File: src/rtl/reg12_write_arbiter.sv
// rtl/reg12_write_arbiter.sv - round-robin write arbiter for a shared 12-bit Ce-enabled register
module reg12_write_arbiter #(
  parameter int N_REQ = 4,
  parameter int DW    = 12
) (
  input  logic               CLK,
  input  logic               RST,
  input  logic [N_REQ-1:0]   Req,
  input  logic [N_REQ*DW-1:0] Din_all,
  output logic [DW-1:0]      Reg_Din,
  output logic               Reg_Ce,
  output logic [N_REQ-1:0]   Ack,
  output logic [1:0]         Gnt_id,
  output logic               Busy
);

  localparam logic [1:0] IDLE  = 2'd0;
  localparam logic [1:0] GRANT = 2'd1;
  localparam logic [1:0] ACK   = 2'd2;

  logic [1:0]       state_q, state_d;
  logic [1:0]       ptr_q, ptr_d;
  logic [N_REQ-1:0] served_q, served_d;
  logic [DW-1:0]    din_q, din_d;
  logic             ce_q, ce_d;
  logic [N_REQ-1:0] ack_q, ack_d;
  logic [1:0]       gnt_q, gnt_d;
  logic             busy_q, busy_d;

  logic [N_REQ-1:0] elig;
  logic             win_found;
  logic [1:0]       win_id;

  assign elig = Req & ~served_q;

  // Search starts at ptr_q; 2-bit index arithmetic gives the mod-4 wrap.
  always_comb begin
    logic [1:0] idx;
    idx       = '0;
    win_found = 1'b0;
    win_id    = ptr_q;
    for (int i = 0; i < N_REQ; i++) begin
      idx = ptr_q + 2'(i);
      if (!win_found && elig[idx]) begin
        win_found = 1'b1;
        win_id    = idx;
      end
    end
  end

  always_comb begin
    state_d  = state_q;
    ptr_d    = ptr_q;
    served_d = served_q & Req;
    din_d    = din_q;
    ce_d     = 1'b0;
    ack_d    = '0;
    gnt_d    = gnt_q;
    busy_d   = busy_q;
    case (state_q)
      IDLE: begin
        if (win_found) begin
          state_d = GRANT;
          ce_d    = 1'b1;
          din_d   = Din_all[win_id*DW +: DW];
          gnt_d   = win_id;
          busy_d  = 1'b1;
        end
      end
      GRANT: begin
        state_d       = ACK;
        ack_d[gnt_q]  = 1'b1;
      end
      ACK: begin
        state_d = IDLE;
        busy_d  = 1'b0;
        ptr_d   = gnt_q + 2'd1;
        // A winner still holding Req must drop it before it can win again.
        if (Req[gnt_q]) served_d[gnt_q] = 1'b1;
      end
      default: state_d = IDLE;
    endcase
  end

  always_ff @(posedge CLK) begin
    if (!RST) begin
      state_q  <= IDLE;
      ptr_q    <= '0;
      served_q <= '0;
      din_q    <= '0;
      ce_q     <= 1'b0;
      ack_q    <= '0;
      gnt_q    <= '0;
      busy_q   <= 1'b0;
    end else begin
      state_q  <= state_d;
      ptr_q    <= ptr_d;
      served_q <= served_d;
      din_q    <= din_d;
      ce_q     <= ce_d;
      ack_q    <= ack_d;
      gnt_q    <= gnt_d;
      busy_q   <= busy_d;
    end
  end

  assign Reg_Din = din_q;
  assign Reg_Ce  = ce_q;
  assign Ack     = ack_q;
  assign Gnt_id  = gnt_q;
  assign Busy    = busy_q;

endmodule
File: config.mk
export PLATFORM = sky130hd
export DESIGN_NAME = reg12_write_arbiter
export DESIGN_NICKNAME = d
export VERILOG_FILES = /design/src/rtl/reg12_write_arbiter.sv
export SDC_FILE = /design/constraint.sdc
export NUM_CORES = 1
export LEC_CHECK = 0
export CORE_ASPECT_RATIO = 1.25
export CORE_UTILIZATION = 44
export CTS_BUF_LIST = sky130_fd_sc_hd__clkbuf_4
export DETAILED_ROUTE_END_ITERATION = 16
export GPL_TIMING_DRIVEN = 0
export PLACE_DENSITY = 0.88
export SLEW_MARGIN = 15
export SYNTH_ARGS = -nofsm -noshare
export SYNTH_HDL_FRONTEND = slang
export SYNTH_SLANG_ARGS = --single-unit
File: constraint.sdc
create_clock -name CLK -period 2.6 [get_ports CLK]
set_input_delay 0.52 -clock CLK [delete_from_list [all_inputs] [get_ports CLK]]
set_output_delay 0.52 -clock CLK [all_outputs]
set_load 0.05 [all_outputs]
Word level (Yosys, flattened, before mapping)
Cells that the tools add are included.
Widths: inputs -> output; s select.

storage, ports and cells
  register bits after elaboration = 28
  latch bits = 0
  bits in writable memories = 0
  memory bits (read-only) = 0
  input bits = 54
  output and inout bits = 20
  logic and storage cells = 66
  memories = 0

operators by class
  add/subtract/negate cells = 4
  multipliers = 1
  div/mod/pow operators = 0
  order comparisons = 6
  eq/ne operators = 3
  shift-type cells = 1
  multiplexer cells = 26
  bitwise gates (word level) = 4
  reductions and logical operators = 13

operators with widths
  cell                 number
  $shiftx 48x7->12     1
  $lt 2x3->1 const B   5
  $mux 1               12
  $bmux 1 s2           5
  $and 4x4->4          2
  $mux 2               4
  $mux 4               2
  $reduce_and 2->1     4
  $add 2x1->2 const B  2
  $add 2x2->2 const B  2
  $logic_and 1x1->1    4
  $mul 2x2->4 const B  1
  $not 4->4            1
  $or 4x4->4           1
  $pmux 2 s2           1
  $logic_not 1->1      3
  $demux 1 s2          1
  $eq 2x1->1 const B   1
  $eq 2x2->1 const B   1
  $ge 2x1->1 const B   1
  $logic_not 2->1      1
  $ne 2x2->1 const B   1
  $pmux 1 s2           1
  $reduce_bool 2->1    1

Longest topological paths before layout
  depth after elaboration = 16
  gate-level depth with buffers = 6
  depth with buffers taken out = 5

Least setup slack after synthesis
No wires, ideal clock.

  kind = input to register
  from = input port Req[2]
  to = register din_q[11] (netlist: Reg_Din[11])
  setup time = 0.136 ns
  data arrival time = 1.677 ns
  required time = 2.464 ns
  slack = 0.787 ns
  stages on the path = 6
  path buffers = 1
  cells stage by stage = or2b_2 > o221ai_1 > a21oi_4 > buf_6 > mux2i_1 > o221ai_1

on the way
  word-level cells in the longest chain between the ends = 15
  elaborated cells on any way between the ends = 25
  classes of those cells = mul (1); shift (1); mux (15); bitwise (1); reduce/logical (7)

ends and longest elaborated chain
  what                          line  text
  start: declaration            8     input logic [N_REQ-1:0] Req,
  $and 4x4->4 *                 34    assign elig = Req & ~served_q;
  $bmux 1 s2                    44    if (!win_found && elig[idx]) begin
  $mux 1 (not written as such)  44
  $mux 1                        44
  $logic_not 1->1               44
  $logic_and 1x1->1             44
  $mux 1                        44
  $logic_not 1->1               44
  $logic_and 1x1->1             44
  $mux 1                        44
  $logic_not 1->1               44
  $logic_and 1x1->1             44
  $mux 2                        44
  $mul 2x2->4                   65    din_d = Din_all[win_id*DW +: DW];
  $shiftx 48x7->12              65
  end signal: assignment        99    din_q <= din_d;
  end: declaration              24    logic [DW-1:0] din_q, din_d;

Every way passes the cells marked *; elsewhere a longest branch is shown, timed or not. The select of a mux whose other input is x is not followed.
A chain may end at the register's enable or synchronous reset.

Worst setup path after layout
  from = register gnt_q[0] (netlist: Gnt_id[0])
  to = output port Gnt_id[0]

RTL lines
  what                      line  text
  start: declaration        27    logic [1:0] gnt_q, gnt_d;
  start signal: assignment  102   gnt_q <= gnt_d;
  end: declaration          13    output logic [1:0] Gnt_id,

No word-level cell between the ends.

==> flow_summary.yaml <==
status:
  status: "finished, final reports clean"
global_routing:
  grt_antenna_before_repair: 0
  grt_pass1_vias: 1357
  grt_overflow: 0
  grt_pass1_wl_mm: 5.83
  grt_max_degree: 16
  track_usage_pct: 22.2
setup_path:
  cp.buffers_inverters: 1
  crit_fanout: 7
  critPathTopFamily: "buffers and inverters"
  cp.required_ns: 2.08
  rr_endpoint: "Reg_Din[0]$_SDFFE_PN0P_"
  regToRegSetupSlack_ns: 0.69
  cp_slowest_stage_delay_ns: 0.87
  cp_slowest_cell: "clkdlybuf4s50_1"
  ff2ff_path_depth: 6
  rr_startpoint: "served_q[1]$_SDFF_PN0_"
  endpoint_kind: "primary output"
  path_cells: "clkdlybuf4s50_1"
  startpoint_type: "flop"
  path_class: "flop to primary output"
  crit_arrival_ns: 1.73
sta:
  setup_ws_ns: 0.349
  rsz0062_at_grt: "false"
  finalSetupViolations: 0
  final-hold-violation-count: 0
  layout_worst_path_cycle_share_pct: 86.6
  slew_headroom_pct: 64.0
  clock.fmax_ghz: 0.444
  clock_skew_ns: 0.00247
  holdWs_ns: 0.478
  timing.final.crit_period_ns: 2.25
  finalMaxSlewViolations: 0
  tightest_slew_ns: 0.539
  tns_ns: 0
synthesis:
  synth_seq_area_share_pct: 39.0
  synth-simple-area-share_pct: 16.4
  yosys_warnings: 0
  syn-instance-count: 142
  synth.distinct_cells: 31
  synth.avg_cell_area_um2: 10.1
  synth-seq-cells: 28
  synth_compound_area_share_pct: 17.7
  synth.area.mux_share_pct: 19.0
  synth_top_family_by_area: "multiplexers"
  syn_area_mm2: 0.00144
  syn-num-nets: 200
  synthAdderAreaFrac_pct: 3.48
  synth_xor_area_share_pct: 0
routing:
  viasPerCell: 5.41
  ant_nets: 0
  drc: 0
  drt_iter0_markers: 44
  routed_wl_mm: 3.87
  routed-via-count: 1380
  wl_per_cell_um: 15.2
  firstDrtPassIters: 4
floorplan:
  start_util_pct: 47.5
  die_area_mm2: 0.00350
  die_x_um: 53.1
  die_h_um: 65.9
  io_pins: 74
  core_area_mm2: 0.00303
  rows: 22
placement:
  post-place-ws_ns: 0.0318
  port_buffers: 73
  place_congestion: 0.788
  post_dp_cell_area_mm2: 0.00221
  dpl.hpwl_mm: 3.15
layout:
  mostFrequentLayoutCells: "clkdlybuf4s50_1 (73), dfxtp_1 (28), mux2i_1 (25)"
  antennaDiodeCount: 0
  drive_above_1_share_pct: 7.31
  area.growth.synth_to_final_pct: 55.8
  num-nets-final: 278
  fin_area_mm2: 0.00224
  final_common_cell: "clkdlybuf4s50_1"
cts:
  cts_root_buf: "clkbuf_4"
  cts_buffer_depth: 2
  cts_tree: "yes"
  cts_inserted_buffers: 3
  cts_setup_buffers: 0
  clkSlewWorstSetupHoldPaths_ns: 0.14
  hold_buffers: 0
  clock_latency_ns: 0.32
  clock_sinks: 28
  h-tree-depth: 1
  cts_resized: 0
hold_path:
  whs_path_depth: 2
  whs_endpoint: "Reg_Din[7]$_SDFFE_PN0P_"
  hold_start: "Reg_Din[7]$_SDFFE_PN0P_"
  hold_class: "flop to flop"
power:
  p_leak_nw: 0.860
  ir_drop_v: 0.000443
  power_density_mw_per_mm2: 498
job:
  max-cap-violations: 0
-- registers in the layout (all words and copies together) (netlist names) --
name,flops
served_q,4
state_q,2
Busy,1
ptr_q,2
Reg_Ce,1
Gnt_id,2
Reg_Din,12
Ack,4
-- layout make-up --
type	instances	area (um2)
Multi-Input combinational cell	104	812
Buffer	6	50.0
Timing Repair Buffer	73	731
Clock buffer	3	22.5
Clock inverter	1	3.75
Fill cell	245	788
Tap cell	36	45.0
Sequential cell	28	561
Inverter	4	15.0
-- per-layer routing --
metal	vias up	share of wire [%]	wire, um	track usage, %
li1	676	-	-	-
met1	636	39	1500	22.9
met2	59	50	1950	43.0
met3	9	8.9	344	3.68
met4	0	1.8	70	7.89
met5	-	0	0	0
-- how the worst max path moves through the flow --
stage / from / to / slack (ns) / cells past startpoint
3_3_place_gp: Req[3] / Reg_Din[7]$_SDFFE_PN0P_ / 0.08 / 7
6_report: Gnt_id[0]$_SDFFE_PN0P_ / Gnt_id[0] / 0.35 / 1
3_5_place_dp: Req[3] / Reg_Din[7]$_SDFFE_PN0P_ / 0.03 / 7
5_1_grt: Req[3] / Reg_Din[8]$_SDFFE_PN0P_ / 0.22 / 7
2_1_floorplan: Req[2] / Reg_Din[11]$_SDFFE_PN0P_ / 0.79 / 6
4_1_cts: Gnt_id[0]$_SDFFE_PN0P_ / Gnt_id[0] / 0.34 / 1
-- kinds of logic (layout without fill, tap and decap cells) --
family | Yosys count | after routing
multiplexers | 26 | 26
flip-flops | 28 | 28
AND/OR/NAND/NOR | 46 | 46
buffers and inverters | 10 | 87
AO/OA/AOI/OAI | 28 | 28
adder cells (fa/ha/maj) | 4 | 4
-- power by group --
group / internal, W / switching, W
logic: 0.000208 / 0.000238
clock network: 0.0000563 / 0.000121
registers: 0.000468 / 0.0000253
-- per-stage QoR --
stage	power, W	utilization (%)	std cells
CTS	0.00112	74.0	255
detailed placement	0.000950	73.1	251
finish	0.00112	74.0	255
global route	0.00117	74.0	255
global placement	0.000939	73.1	251
floorplan	0.000766	-	142
-- synth_stat cells --
cell / n / area share (%)
nand2_1: 15 / 3.9
and2b_4: 1 / 0.70
nand2b_1: 2 / 0.87
buf_4: 1 / 0.52
buf_2: 1 / 0.35
dfxtp_1: 28 / 39
o21ai_0: 1 / 0.35
nor2b_1: 2 / 0.87
and2b_1: 1 / 0.52
o41ai_4: 1 / 1.9
ha_1: 4 / 3.5
o221ai_1: 14 / 8.5
a22oi_1: 4 / 2.1
o21bai_1: 1 / 0.52
nor4_1: 1 / 0.44
mux2i_1: 25 / 17
nor2b_4: 1 / 0.96
buf_6: 3 / 2.3
or2b_2: 1 / 0.61
or4_4: 1 / 0.78
inv_1: 4 / 1.0
a21oi_1: 3 / 1.0
a211oi_1: 1 / 0.52
mux4_2: 1 / 1.6
o31ai_1: 1 / 0.52
a311oi_2: 1 / 1.0
nor3_1: 2 / 0.70
and2_1: 6 / 2.6
nor2_1: 13 / 3.4
clkbuf_1: 1 / 0.26
a21oi_4: 1 / 1.1
No activity file was read; power rests on OpenSTA's default activity.
